<file path="src/rtl/pipe_wb_tracker_pkg.sv">
// Shared types and constants for the write-back descriptor tracker.
// The S_* write-back source codes mirror the system-wide defines.vh values.
package pipe_wb_tracker_pkg;

  localparam logic [1:0] S_ALU_C    = 2'd0;
  localparam logic [1:0] S_DRAM_rd  = 2'd1;
  localparam logic [1:0] S_PC4      = 2'd2;
  localparam logic [1:0] S_SEXT_ext = 2'd3;

  // Per-stage register-write descriptor. Later stages fill alu_c / rd.
  typedef struct packed {
    logic        valid;
    logic [4:0]  wr;
    logic        rf_we;
    logic [1:0]  rf_wsel;
    logic [31:0] pc4;
    logic [31:0] ext;
    logic [31:0] alu_c;
    logic [31:0] rd;
  } wb_desc_t;

  localparam wb_desc_t BubbleDesc = '{
    valid:   1'b0,
    wr:      5'd0,
    rf_we:   1'b0,
    rf_wsel: S_ALU_C,
    pc4:     32'd0,
    ext:     32'd0,
    alu_c:   32'd0,
    rd:      32'd0
  };

endpackage

</file>
<file path="src/rtl/pipe_wb_tracker_if.sv">
// Writer-metadata bus between the pipeline/hazard unit (master) and the
// descriptor tracker (slave).
// Master drives: ID_* descriptor, EX_alu_c, MEM_rd_in, data_hazard, EX_redirect.
// Slave drives: stall/flush controls, EX/MEM/WB descriptors, MEM_rd, counters.
interface pipe_wb_tracker_if #(
  parameter int unsigned CNT_W = 32
);
  logic             ID_valid;
  logic [4:0]       ID_wR;
  logic             ID_rf_we;
  logic [1:0]       ID_rf_wsel;
  logic [31:0]      ID_pc4;
  logic [31:0]      ID_ext;
  logic [31:0]      EX_alu_c;
  logic [31:0]      MEM_rd_in;
  logic             data_hazard;
  logic             EX_redirect;

  logic             pc_stall;
  logic             ifid_stall;
  logic             ifid_flush;
  logic [4:0]       EX_wR;
  logic             EX_rf_we;
  logic [1:0]       EX_rf_wsel;
  logic [31:0]      EX_pc4;
  logic [31:0]      EX_ext;
  logic [4:0]       MEM_wR;
  logic             MEM_rf_we;
  logic [1:0]       MEM_rf_wsel;
  logic [31:0]      MEM_pc4;
  logic [31:0]      MEM_ext;
  logic [31:0]      MEM_alu_c;
  logic [31:0]      MEM_rd;
  logic [4:0]       WB_wR;
  logic             WB_rf_we;
  logic [1:0]       WB_rf_wsel;
  logic [31:0]      WB_pc4;
  logic [31:0]      WB_ext;
  logic [31:0]      WB_alu_c;
  logic [31:0]      WB_rd;
  logic             WB_valid;
  logic [CNT_W-1:0] stall_cnt;
  logic [CNT_W-1:0] flush_cnt;
  logic [CNT_W-1:0] retire_cnt;

  modport master (
    output ID_valid, ID_wR, ID_rf_we, ID_rf_wsel, ID_pc4, ID_ext, EX_alu_c, MEM_rd_in,
           data_hazard, EX_redirect,
    input  pc_stall, ifid_stall, ifid_flush,
           EX_wR, EX_rf_we, EX_rf_wsel, EX_pc4, EX_ext,
           MEM_wR, MEM_rf_we, MEM_rf_wsel, MEM_pc4, MEM_ext, MEM_alu_c, MEM_rd,
           WB_wR, WB_rf_we, WB_rf_wsel, WB_pc4, WB_ext, WB_alu_c, WB_rd, WB_valid,
           stall_cnt, flush_cnt, retire_cnt
  );

  modport slave (
    input  ID_valid, ID_wR, ID_rf_we, ID_rf_wsel, ID_pc4, ID_ext, EX_alu_c, MEM_rd_in,
           data_hazard, EX_redirect,
    output pc_stall, ifid_stall, ifid_flush,
           EX_wR, EX_rf_we, EX_rf_wsel, EX_pc4, EX_ext,
           MEM_wR, MEM_rf_we, MEM_rf_wsel, MEM_pc4, MEM_ext, MEM_alu_c, MEM_rd,
           WB_wR, WB_rf_we, WB_rf_wsel, WB_pc4, WB_ext, WB_alu_c, WB_rd, WB_valid,
           stall_cnt, flush_cnt, retire_cnt
  );
endinterface

</file>
<file path="src/rtl/wb_stage_reg.sv">
// One pipeline stage register for a write-back descriptor.
// Ports: clk/rst_n (async active-low), en_i load enable, bubble_i loads an
// empty descriptor instead of d_i, d_i next descriptor, q_o current descriptor.
module wb_stage_reg
  import pipe_wb_tracker_pkg::*;
(
  input  logic     clk,
  input  logic     rst_n,
  input  logic     en_i,
  input  logic     bubble_i,
  input  wb_desc_t d_i,
  output wb_desc_t q_o
);

  wb_desc_t desc_q, desc_d;

  always_comb begin
    desc_d = desc_q;
    if (en_i) begin
      desc_d = bubble_i ? BubbleDesc : d_i;
    end
  end

  always_ff @(posedge clk or negedge rst_n) begin
    if (!rst_n) begin
      desc_q <= BubbleDesc;
    end else begin
      desc_q <= desc_d;
    end
  end

  assign q_o = desc_q;

endmodule

</file>
<file path="src/rtl/pipe_wb_tracker.sv">
// Carries register-write descriptors through ID/EX, EX/MEM and MEM/WB for the
// forwarding/hazard unit, turns data_hazard / EX_redirect into stall, flush
// and bubble controls, and counts stall, flush and retire cycles.
// Ports: clk, rst_n (async active-low), bus (slave side of pipe_wb_tracker_if).
module pipe_wb_tracker
  import pipe_wb_tracker_pkg::*;
#(
  parameter int unsigned CNT_W = 32
) (
  input  logic               clk,
  input  logic               rst_n,
  pipe_wb_tracker_if.slave   bus
);

  logic     stall;
  wb_desc_t id_ex_d, id_ex_q;
  wb_desc_t ex_mem_d, ex_mem_q;
  wb_desc_t mem_wb_d, mem_wb_q;

  logic [CNT_W-1:0] stall_cnt_q, stall_cnt_d;
  logic [CNT_W-1:0] flush_cnt_q, flush_cnt_d;
  logic [CNT_W-1:0] retire_cnt_q, retire_cnt_d;

  function automatic logic [CNT_W-1:0] sat_inc(input logic [CNT_W-1:0] v);
    return (&v) ? v : v + 1'b1;
  endfunction

  // Redirect squashes the stalling ID instruction, so it overrides the stall.
  assign stall = bus.data_hazard & ~bus.EX_redirect;

  assign bus.pc_stall   = stall;
  assign bus.ifid_stall = stall;
  assign bus.ifid_flush = bus.EX_redirect;

  always_comb begin
    id_ex_d         = BubbleDesc;
    id_ex_d.valid   = bus.ID_valid;
    id_ex_d.wr      = bus.ID_wR;
    id_ex_d.rf_we   = bus.ID_rf_we;
    id_ex_d.rf_wsel = bus.ID_rf_wsel;
    id_ex_d.pc4     = bus.ID_pc4;
    id_ex_d.ext     = bus.ID_ext;

    ex_mem_d        = id_ex_q;
    ex_mem_d.alu_c  = bus.EX_alu_c;

    mem_wb_d        = ex_mem_q;
    mem_wb_d.rd     = bus.MEM_rd_in;
  end

  // EX instruction always advances on a redirect (jal/jalr may write rd);
  // only the wrong-path ID instruction is replaced by a bubble.
  wb_stage_reg u_id_ex (
    .clk      (clk),
    .rst_n    (rst_n),
    .en_i     (1'b1),
    .bubble_i (stall | bus.EX_redirect),
    .d_i      (id_ex_d),
    .q_o      (id_ex_q)
  );

  wb_stage_reg u_ex_mem (
    .clk      (clk),
    .rst_n    (rst_n),
    .en_i     (1'b1),
    .bubble_i (1'b0),
    .d_i      (ex_mem_d),
    .q_o      (ex_mem_q)
  );

  wb_stage_reg u_mem_wb (
    .clk      (clk),
    .rst_n    (rst_n),
    .en_i     (1'b1),
    .bubble_i (1'b0),
    .d_i      (mem_wb_d),
    .q_o      (mem_wb_q)
  );

  // rf_we is qualified by valid so a bubble can never match for forwarding.
  assign bus.EX_wR       = id_ex_q.wr;
  assign bus.EX_rf_we    = id_ex_q.valid & id_ex_q.rf_we;
  assign bus.EX_rf_wsel  = id_ex_q.rf_wsel;
  assign bus.EX_pc4      = id_ex_q.pc4;
  assign bus.EX_ext      = id_ex_q.ext;

  assign bus.MEM_wR      = ex_mem_q.wr;
  assign bus.MEM_rf_we   = ex_mem_q.valid & ex_mem_q.rf_we;
  assign bus.MEM_rf_wsel = ex_mem_q.rf_wsel;
  assign bus.MEM_pc4     = ex_mem_q.pc4;
  assign bus.MEM_ext     = ex_mem_q.ext;
  assign bus.MEM_alu_c   = ex_mem_q.alu_c;
  assign bus.MEM_rd      = bus.MEM_rd_in;

  assign bus.WB_wR       = mem_wb_q.wr;
  assign bus.WB_rf_we    = mem_wb_q.valid & mem_wb_q.rf_we;
  assign bus.WB_rf_wsel  = mem_wb_q.rf_wsel;
  assign bus.WB_pc4      = mem_wb_q.pc4;
  assign bus.WB_ext      = mem_wb_q.ext;
  assign bus.WB_alu_c    = mem_wb_q.alu_c;
  assign bus.WB_rd       = mem_wb_q.rd;
  assign bus.WB_valid    = mem_wb_q.valid;

  always_comb begin
    stall_cnt_d  = stall ? sat_inc(stall_cnt_q) : stall_cnt_q;
    flush_cnt_d  = bus.EX_redirect ? sat_inc(flush_cnt_q) : flush_cnt_q;
    retire_cnt_d = mem_wb_q.valid ? sat_inc(retire_cnt_q) : retire_cnt_q;
  end

  always_ff @(posedge clk or negedge rst_n) begin
    if (!rst_n) begin
      stall_cnt_q  <= '0;
      flush_cnt_q  <= '0;
      retire_cnt_q <= '0;
    end else begin
      stall_cnt_q  <= stall_cnt_d;
      flush_cnt_q  <= flush_cnt_d;
      retire_cnt_q <= retire_cnt_d;
    end
  end

  assign bus.stall_cnt  = stall_cnt_q;
  assign bus.flush_cnt  = flush_cnt_q;
  assign bus.retire_cnt = retire_cnt_q;

endmodule

</file>
<file path="src/flat_wrapper.sv">
// flat-port wrapper written by rule: the top's interface ports become plain ports
module pipe_wb_tracker_flat import pipe_wb_tracker_pkg::*;
#(
  parameter int unsigned CNT_W = 32
)
  (clk, rst_n, bus_ID_valid, bus_ID_wR, bus_ID_rf_we, bus_ID_rf_wsel, bus_ID_pc4, bus_ID_ext, bus_EX_alu_c, bus_MEM_rd_in, bus_data_hazard, bus_EX_redirect, bus_pc_stall, bus_ifid_stall, bus_ifid_flush, bus_EX_wR, bus_EX_rf_we, bus_EX_rf_wsel, bus_EX_pc4, bus_EX_ext, bus_MEM_wR, bus_MEM_rf_we, bus_MEM_rf_wsel, bus_MEM_pc4, bus_MEM_ext, bus_MEM_alu_c, bus_MEM_rd, bus_WB_wR, bus_WB_rf_we, bus_WB_rf_wsel, bus_WB_pc4, bus_WB_ext, bus_WB_alu_c, bus_WB_rd, bus_WB_valid, bus_stall_cnt, bus_flush_cnt, bus_retire_cnt);
  pipe_wb_tracker_if #(.CNT_W(CNT_W)) bus_i ();
  input  logic clk;
  input  logic rst_n;
  input wire logic [$bits(bus_i.ID_valid)-1:0] bus_ID_valid;
  input wire logic [$bits(bus_i.ID_wR)-1:0] bus_ID_wR;
  input wire logic [$bits(bus_i.ID_rf_we)-1:0] bus_ID_rf_we;
  input wire logic [$bits(bus_i.ID_rf_wsel)-1:0] bus_ID_rf_wsel;
  input wire logic [$bits(bus_i.ID_pc4)-1:0] bus_ID_pc4;
  input wire logic [$bits(bus_i.ID_ext)-1:0] bus_ID_ext;
  input wire logic [$bits(bus_i.EX_alu_c)-1:0] bus_EX_alu_c;
  input wire logic [$bits(bus_i.MEM_rd_in)-1:0] bus_MEM_rd_in;
  input wire logic [$bits(bus_i.data_hazard)-1:0] bus_data_hazard;
  input wire logic [$bits(bus_i.EX_redirect)-1:0] bus_EX_redirect;
  output wire logic [$bits(bus_i.pc_stall)-1:0] bus_pc_stall;
  output wire logic [$bits(bus_i.ifid_stall)-1:0] bus_ifid_stall;
  output wire logic [$bits(bus_i.ifid_flush)-1:0] bus_ifid_flush;
  output wire logic [$bits(bus_i.EX_wR)-1:0] bus_EX_wR;
  output wire logic [$bits(bus_i.EX_rf_we)-1:0] bus_EX_rf_we;
  output wire logic [$bits(bus_i.EX_rf_wsel)-1:0] bus_EX_rf_wsel;
  output wire logic [$bits(bus_i.EX_pc4)-1:0] bus_EX_pc4;
  output wire logic [$bits(bus_i.EX_ext)-1:0] bus_EX_ext;
  output wire logic [$bits(bus_i.MEM_wR)-1:0] bus_MEM_wR;
  output wire logic [$bits(bus_i.MEM_rf_we)-1:0] bus_MEM_rf_we;
  output wire logic [$bits(bus_i.MEM_rf_wsel)-1:0] bus_MEM_rf_wsel;
  output wire logic [$bits(bus_i.MEM_pc4)-1:0] bus_MEM_pc4;
  output wire logic [$bits(bus_i.MEM_ext)-1:0] bus_MEM_ext;
  output wire logic [$bits(bus_i.MEM_alu_c)-1:0] bus_MEM_alu_c;
  output wire logic [$bits(bus_i.MEM_rd)-1:0] bus_MEM_rd;
  output wire logic [$bits(bus_i.WB_wR)-1:0] bus_WB_wR;
  output wire logic [$bits(bus_i.WB_rf_we)-1:0] bus_WB_rf_we;
  output wire logic [$bits(bus_i.WB_rf_wsel)-1:0] bus_WB_rf_wsel;
  output wire logic [$bits(bus_i.WB_pc4)-1:0] bus_WB_pc4;
  output wire logic [$bits(bus_i.WB_ext)-1:0] bus_WB_ext;
  output wire logic [$bits(bus_i.WB_alu_c)-1:0] bus_WB_alu_c;
  output wire logic [$bits(bus_i.WB_rd)-1:0] bus_WB_rd;
  output wire logic [$bits(bus_i.WB_valid)-1:0] bus_WB_valid;
  output wire logic [$bits(bus_i.stall_cnt)-1:0] bus_stall_cnt;
  output wire logic [$bits(bus_i.flush_cnt)-1:0] bus_flush_cnt;
  output wire logic [$bits(bus_i.retire_cnt)-1:0] bus_retire_cnt;
  assign bus_i.ID_valid = bus_ID_valid;
  assign bus_i.ID_wR = bus_ID_wR;
  assign bus_i.ID_rf_we = bus_ID_rf_we;
  assign bus_i.ID_rf_wsel = bus_ID_rf_wsel;
  assign bus_i.ID_pc4 = bus_ID_pc4;
  assign bus_i.ID_ext = bus_ID_ext;
  assign bus_i.EX_alu_c = bus_EX_alu_c;
  assign bus_i.MEM_rd_in = bus_MEM_rd_in;
  assign bus_i.data_hazard = bus_data_hazard;
  assign bus_i.EX_redirect = bus_EX_redirect;
  assign bus_pc_stall = bus_i.pc_stall;
  assign bus_ifid_stall = bus_i.ifid_stall;
  assign bus_ifid_flush = bus_i.ifid_flush;
  assign bus_EX_wR = bus_i.EX_wR;
  assign bus_EX_rf_we = bus_i.EX_rf_we;
  assign bus_EX_rf_wsel = bus_i.EX_rf_wsel;
  assign bus_EX_pc4 = bus_i.EX_pc4;
  assign bus_EX_ext = bus_i.EX_ext;
  assign bus_MEM_wR = bus_i.MEM_wR;
  assign bus_MEM_rf_we = bus_i.MEM_rf_we;
  assign bus_MEM_rf_wsel = bus_i.MEM_rf_wsel;
  assign bus_MEM_pc4 = bus_i.MEM_pc4;
  assign bus_MEM_ext = bus_i.MEM_ext;
  assign bus_MEM_alu_c = bus_i.MEM_alu_c;
  assign bus_MEM_rd = bus_i.MEM_rd;
  assign bus_WB_wR = bus_i.WB_wR;
  assign bus_WB_rf_we = bus_i.WB_rf_we;
  assign bus_WB_rf_wsel = bus_i.WB_rf_wsel;
  assign bus_WB_pc4 = bus_i.WB_pc4;
  assign bus_WB_ext = bus_i.WB_ext;
  assign bus_WB_alu_c = bus_i.WB_alu_c;
  assign bus_WB_rd = bus_i.WB_rd;
  assign bus_WB_valid = bus_i.WB_valid;
  assign bus_stall_cnt = bus_i.stall_cnt;
  assign bus_flush_cnt = bus_i.flush_cnt;
  assign bus_retire_cnt = bus_i.retire_cnt;
  pipe_wb_tracker #(.CNT_W(CNT_W)) u_core (.clk(clk), .rst_n(rst_n), .bus(bus_i));
endmodule
</file>
<file path="config.mk">
export PLATFORM = sky130hd
export DESIGN_NAME = pipe_wb_tracker_flat
export DESIGN_NICKNAME = d
export VERILOG_FILES = /design/src/rtl/pipe_wb_tracker_pkg.sv /design/src/rtl/pipe_wb_tracker_if.sv /design/src/rtl/wb_stage_reg.sv /design/src/rtl/pipe_wb_tracker.sv /design/src/flat_wrapper.sv
export SDC_FILE = /design/constraint.sdc
export NUM_CORES = 1
export LEC_CHECK = 0
export ABC_AREA = 1
export BUFFER_PORTS_ARGS = -buffer_cell sky130_fd_sc_hd__buf_2
export CAP_MARGIN = 25
export CORE_AREA = 2 2 230 232
export CTS_CLUSTER_SIZE = 20
export DETAILED_ROUTE_END_ITERATION = 8
export DIE_AREA = 0 0 232 234
export SLEW_MARGIN = 25
export SYNTH_ARGS = -nofsm -noshare
export SYNTH_HDL_FRONTEND = slang
export SYNTH_SLANG_ARGS = --single-unit
</file>
<file path="constraint.sdc">
create_clock -name clk -period 3.63 [get_ports clk]
set_clock_uncertainty 0.1 [all_clocks]
set_input_delay 0.5445 -clock clk [delete_from_list [all_inputs] [get_ports clk]]
set_output_delay 0.5445 -clock clk [all_outputs]
set_load 0.005 [all_outputs]
</file>
==> key figures, run 1 <==
Logic synthesis
  – Largest family of logic cells by synthesized area: simple AND/OR/NAND/NOR gates
  – Synth Area in Simple Gates: about 20%
  – Yosys top cell by area: dfrtp_1
  – Seq/Total Area, Yosys: between 50 and 60%
  – Area contributors post-synth: dfrtp_1 (58%), buf_4 (15%), nand2_1 (11%)
  – Multiplexer share of the synthesized area: 0%
  – Mapped cell area: about 18,000 um^2
  – Synth top area share: roughly three fifths
  – Mapped Avg Cell Area: between 9 and 10 um^2
  – Unique masters post-synth: 28
  – #FFs+latches synth: a little over 400
  – YS warnings: 0
  – Mapped Nets: about 2,000
  – Adder-cell share of the synthesized area: less than 1%
  – Post-synthesis instance total: 1,838
  – Xor/xnor share of the synthesized area: 1.79%
  – Synth Area in Compound Gates: 0.334%

STA
  – Period utilization: between 60% and 70%
  – Max Freq: between 400 and 500 MHz
  – Slew Viols, Final: 0
  – Slew of the pin with the lowest slew margin: 752 ps
  – Max_slew headroom: between 40% and 50%
  – Setup TNS: 0 ps
  – Fin crit period: approximately 2300 ps
  – RSZ-0062 raised after global routing: false
  – Hold violation total from the final report: 0
  – # setup viols final: 0
  – Hold Slack: about 67 ps

Global route
  – Initial antenna violation count: 1
  – Vias in the first global route: about 12,000
  – Total gr overflow: 0
  – First-pass GRT wire length: 68.6 mm
  – Largest net degree at the start of global routing: between 80 and 90
  – All-Layer GR Usage: 16.4%

Floorplan
  – DIE WIDTH: around 230 um
  – Num rows: 84
  – Die area: 54,300 um^2
  – Die Y: about 230 um
  – Starting Density: around a third
  – # IOs: 585
  – CORE AREA: approximately 52,000 um^2

Final layout
  – Multi-input logic area: between 3000 and 4000 um^2
  – Commonest non-fill, non-tap cell in the layout: buf_2
  – Final core utilization: around 41%
  – Fin area: between 20,000 and 25,000 um^2
  – Most frequent cells in the layout: buf_2 (583), nand2_1 (513), dfrtp_1 (411), nor2_1 (224), inv_1 (147)
  – Layout net count: 2,330
  – Register area: about 10,000 um^2
  – Number of fill cells: between 5,000 and 6,000
  – Layout cells sized above 1: a little under a third
  – ANT cells: 0
  – Cell Count, Final, Fillers Out: about 2,900
  – Layout area overhead: 19.8%

Routing
  – WL/cell: roughly 16 um
  – Drt drc: 0
  – Antenna-violating nets left: 0
  – Routed via count: about 12,000
  – Iter 0 DRT Violations: between 600 and 700
  – 1st-pass router iterations: 6
  – Total wire length: ~47 mm
  – Vias per std cell: around 4.3

Critical path
  – Critical path's largest stage delay: between 400 and 500 ps
  – Worst setup EP type: register
  – Cells along the critical path: ha_1 -> inv_1 -> nor2_4 -> nand2_2 -> nor2_1 -> nand2_2 -> nand2_4 -> inv_2 -> nand2_1 -> nand2_1
  – Startpoint Class: register
  – Worst path slowest cell: dfrtp_1
  – Class of the most critical setup path: reg2reg
  – WP data required: around 4000 ps
  – CP arrival: ~2700 ps
  – Crit Path Max Fanout: 22
  – Reg2reg setup slack: 1310 ps

Clocking
  – Clk buf depth: 3
  – Clock latency at the later pin of the worst-skew pair: around 580 ps
  – TritonCTS Buffers: 47
  – Clock sinks: just over 400
  – H-tree Lvls: 2
  – CTS tree: yes
  – Post_cts resized: 0
  – Clock slew at reported path FFs: around 60 ps
  – Root Driver: clkbuf_16
  – # hold bufs at CTS: 65
  – Buffer count from post-CTS setup fixing: 0

Power
  – Pwr dens: 506 nW/um^2
  – Peak VDD IR: about 0.00031 V
  – Leakage power: ~11 nW

Placement
  – Final Wtd Congestion: 0.925
  – Area post-placement: roughly 19,000 um^2
  – IO buf count: ~600
  – DP Wirelength: 34.9 mm
  – Cell total after placement: 2,760

Worst hold path
  – Worst hold path class: in2reg

Run status
  – Status: finished, final reports clean

Job
  – Max-cap violations: 0
[synthesized netlist by cell type (all sizes together)]
cell type  count
inv          150
ha             3
nand3b        18
nand3         53
nor2         238
and2           1
xor2          17
dfrtp        411
buf          365
o21ai         10
nand4         17
nand2        526
a21oi          1
xnor2         19
nor3           9
[power breakdown]
part / internal, mW / switching, mW / total (mW)
Combinational: 0.358 / 0.443 / 0.800
Sequential: 4.79 / 0.180 / 4.97
Clock: 2.94 / 1.94 / 4.88
Total: 8.09 / 2.57 / 10.7
[critical path: cells and delay by family, from the launching register on]
kind / cells / cell delay, ps
buffers and inverters: 2 / 290
and+or+nand+nor: 7 / 1130
DFF: 1 / 420
adders and majority gates: 1 / 240
[sequential cells by signal, summed over array words and instances, names as in the netlist]
| register | count |
|---|---|
| u_core.bus.retire_cnt | 32 |
| u_core.bus.flush_cnt | 32 |
| u_core.bus.stall_cnt | 32 |
| u_core.u_id_ex.q_o | 73 |
| u_core.u_ex_mem.q_o | 105 |
| u_core.u_mem_wb.q_o | 137 |
[final cells by class]
cell class,instances,area share (%)
clock buffers,67,6.51
clock inverters,19,1.22
inverters,150,2.68
multi-input cells,912,18.9
flip-flops and latches,411,48.8
well taps,688,4.08
repair buffers,664,17.8
[cells by family after synthesis]
kind of cell               Yosys count
AOI/OAI and AO/OA                   11
and+or+nand+nor                    862
buffers and inverters              515
xor gates and xnor gates            36
DFF                                411
adders and majority gates            3
[per-layer routing]
metal / wire, um / share of wire [%] / GRT usage, % / vias up
li1: - / - / - / 5916
met1: 19000 / 41 / 20.1 / 6010
met2: 23300 / 50 / 28.5 / 452
met3: 3280 / 7.0 / 4.09 / 64
met4: 928 / 2.0 / 5.07 / 2
met5: 13 / 0.028 / 0 / -
[worst paths after layout]
check | start | to | cells past startpoint
worst max-delay path | u_core.bus.flush_cnt[0] | u_core.bus.flush_cnt[14] | 10
worst min-delay path | bus_ID_pc4[18] | u_core.u_id_ex.q_o[114] | 3
worst max register to register | u_core.bus.flush_cnt[0] | u_core.bus.flush_cnt[14] | 10
worst min register to register | u_core.u_ex_mem.q_o[123] | u_core.u_mem_wb.q_o[123] | 0
max in group asynchronous | rst_n | u_core.u_mem_wb.q_o[35] | 3
min in group asynchronous | rst_n | u_core.u_ex_mem.q_o[66] | 2
[per-stage QoR]
step           power (mW)  setup WS [ps]
3_3_place_gp         5.80           1380
3_5_place_dp         5.81           1240
6_report             10.7           1310
2_1_floorplan        5.49           1840
4_1_cts              10.8           1230
5_1_grt              11.1           1080
No activity file was read; power rests on OpenSTA's default activity.
==> run 2: changes to the inputs <==
Settings changed: CORE_AREA 2 2 230 232 to 2 2 225 227, DIE_AREA 0 0 232 234 to 0 0 227 229.
Clock period 3.63 ns to 2.3 ns, I/O delays scaled along.
==> run 2 against run 1 <==
Against the previous run:
- worst hold slack better by 59 ps
- combinational power increased by 76%
- design area is 4.0% higher
- sequential share of layout area shrank 1.9 points
- via count grew 3.8%
- utilization rose by 3.6 points
- final cell count up 2.6%
- maximum frequency up 9.5%
- global-route usage grew 1.8 points
- critical path type unchanged
==> key figures, run 2 (synthesized netlist as in run 1, its figures left out) <==
Run status
  – Status: finished, final reports clean

Clocking
  – CTS tree: yes
  – Post_cts resized: 0 (unchanged)
  – Clk buf depth: 3 (unchanged)
  – H-tree Lvls: 2 (unchanged)
  – TritonCTS Buffers: 45 (-4.3%)
  – Root Driver: clkbuf_16
  – Buffer count from post-CTS setup fixing: 0 (unchanged)
  – Clock sinks: 411 (unchanged)
  – Clock latency at the later pin of the worst-skew pair: 580 ps (about the same)
  – Clock slew at reported path FFs: 60 ps (about the same)

Routing
  – Routed via count: 12,900 (+3.8%)
  – 1st-pass router iterations: 5 (-1)
  – WL/cell: 16.1 um (+0.59%)
  – Iter 0 DRT Violations: 629 (-0.47%)
  – Antenna-violating nets left: 0 (unchanged)
  – Drt drc: 0 (unchanged)
  – Vias per std cell: 4.32 (+1.1%)
  – Total wire length: 48.1 mm (+3.2%)

Worst hold path
  – Hold Path End: u_core.bus.flush_cnt[22]
  – WHS Path Cells: 4 (+1)
  – Min-delay src: bus_EX_redirect
  – Worst hold path class: in2reg

Power
  – Pwr dens: 759 nW/um^2 (+50%)
  – Clock share of power: 44.3% (-1.5 points)
  – Peak VDD IR: 0.000519 V (+67%)
  – Internal Power: 12.5 mW (+55%)
  – Sw Share: 24.6% (+0.48 points)
  – Leakage power: 11.8 nW (+3.5%)
  – Psw: 4.08 mW (+59%)
  – Logic pwr share: 8.5% (+1.0 points)
  – Sequential share of power: 47.1% (+0.4 points)
  – Pwr Total: 16.6 mW (+56%)

STA
  – RSZ-0062 raised after global routing: false
  – Slew Viols, Final: 0 (unchanged)
  – Hold violation total from the final report: 0 (unchanged)
  – Setup ws final: 182 ps (-1130 ps)
  – Max_slew headroom: 56.0% (+6.1 points)
  – Hold Slack: 125 ps (+58.9 ps)
  – Fin crit period: 2120 ps (-200 ps)
  – Max Freq: 472 MHz (+9.5%)
  – # setup viols final: 0 (unchanged)
  – Period utilization: 92.1% (+28 points)
  – Slew of the pin with the lowest slew margin: 658 ps (-93.5 ps)
  – Setup TNS: 0 ps (unchanged)

Final layout
  – Most frequent cells in the layout: buf_2 (583), nand2_1 (513), dfrtp_1 (411), nor2_1 (224), inv_1 (147)
  – Largest register FFs: 137 (unchanged)
  – Final core utilization: 44.1% (+3.6 points)
  – Layout area overhead: 24.6%
  – Layout cells sized above 1: 31.6% (-0.24 points)
  – Layout net count: 2,424 (+4.0%)
  – Cell Count, Final, Fillers Out: 2,988 (+2.6%)
  – Commonest non-fill, non-tap cell in the layout: buf_2
  – Fin area: 21,900 um^2 (+4.0%)
  – Number of fill cells: 4,737 (-7.7%)
  – ANT cells: 0 (unchanged)

Critical path
  – Cells along the critical path: ha_1 -> inv_1 -> nor2_4 -> nand2_2 -> nor2_4 -> nand2_2 -> nand2_4 -> inv_4 -> nand2_1 -> nand2_1
  – Startpoint Class: register
  – WP data required: 2680 ps (-1300 ps)
  – Critical path's largest stage delay: 480 ps (+60 ps)
  – Worst path slowest cell: dfrtp_1
  – R2R depth: 10 (unchanged)
  – Crit Path Max Fanout: 26 (+18%)
  – Reg-to-Reg Start: u_core.bus.retire_cnt[0]
  – CP arrival: 2490 ps (-180 ps)
  – Reg2reg setup slack: 180 ps (-1130 ps)
  – Worst setup EP type: register
  – Reg2reg end: u_core.bus.retire_cnt[26]
  – Class of the most critical setup path: reg2reg

Placement
  – Cell total after placement: 2,767 (+0.25%)
  – IO buf count: 584 (unchanged)
  – DP Wirelength: 35.3 mm (+1.1%)
  – Area post-placement: 19,000 um^2 (+1.1%)
  – Final Wtd Congestion: 0.924 (about the same)
  – Post-Place Worst Slack: 192 ps (-1050 ps)

Global route
  – First-pass GRT wire length: 73.6 mm (+7.3%)
  – Vias in the first global route: 13,000 (+6.9%)
  – All-Layer GR Usage: 18.2% (+1.8 points)
  – Initial antenna violation count: 2 (+1)
  – Total gr overflow: 0 (unchanged)
  – Largest net degree at the start of global routing: 53 (-37%)

Floorplan
  – Die area: 52,000 um^2 (-4.2%)
  – # IOs: 585 (unchanged)
  – Starting Density: 35.4% (+1.6 points)
  – CORE AREA: 49,700 um^2 (-4.6%)
  – Die Y: 229 um (-2.1%)
  – Num rows: 82 (-2.4%)
  – DIE WIDTH: 227 um (-2.2%)

Job
  – Max-cap violations: 0 (unchanged)
run 2: layout make-up:
cell class                      instances  area, um^2  area share (%)
Clock buffer                           59        1280            5.84
Clock inverter                         24         275            1.26
Inverter                              150         566            2.58
Multi-Input combinational cell        912        3980            18.2
Sequential cell                       411       10300            46.9
Tap cell                              672         841            3.84
Timing Repair Buffer                  760        4690            21.4
run 2: how the worst max path moves through the flow:
stage | start | end | slack [ps] | cells after the start
2_1_floorplan | u_core.bus.retire_cnt[0] | u_core.bus.retire_cnt[28] | 510 | 11
3_3_place_gp | u_core.bus.stall_cnt[0] | u_core.bus.stall_cnt[6] | 4 | 8
3_5_place_dp | u_core.bus.retire_cnt[0] | u_core.bus.retire_cnt[26] | 190 | 10
4_1_cts | u_core.bus.retire_cnt[0] | u_core.bus.retire_cnt[26] | 180 | 10
5_1_grt | u_core.bus.retire_cnt[0] | u_core.bus.retire_cnt[14] | 30 | 10
6_report | u_core.bus.retire_cnt[0] | u_core.bus.retire_cnt[26] | 180 | 10
run 2: power by group through the flow:
| stage | combinational [mW] | sequential (mW) | clock, mW |
|---|---|---|---|
| after floorplan | 0.760 | 7.90 | 0 |
| final | 1.41 | 7.84 | 7.37 |
| after detailed placement | 1.24 | 7.96 | 0 |
| after global routing | 1.58 | 7.88 | 7.91 |
| after global placement | 1.23 | 7.95 | 0 |
| after CTS | 1.44 | 7.84 | 7.59 |
run 2: critical path: cells and delay by family, from the launching register on:
family                     cells  cell delay (ps)
and+or+nand+nor                7              870
DFF                            1              480
buffers and inverters          2              260
adders and majority gates      1              290
run 2: what timing repair did:
| item | CTS | global route |
|---|---|---|
| setup endpoints to repair | 0 | 0 |
| hold endpoints to repair | 180 | 0 |
| hold buffers | 138 | 0 |
run 2: layer usage:
metal | GRT usage [%] | part of all wire (%) | vias to the layer above
met5 | 0 | 0.058 | -
met4 | 6.03 | 3.0 | 4
met3 | 5.09 | 7.8 | 90
met2 | 31.2 | 49 | 483
met1 | 21.8 | 40 | 6215
li1 | - | - | 6121
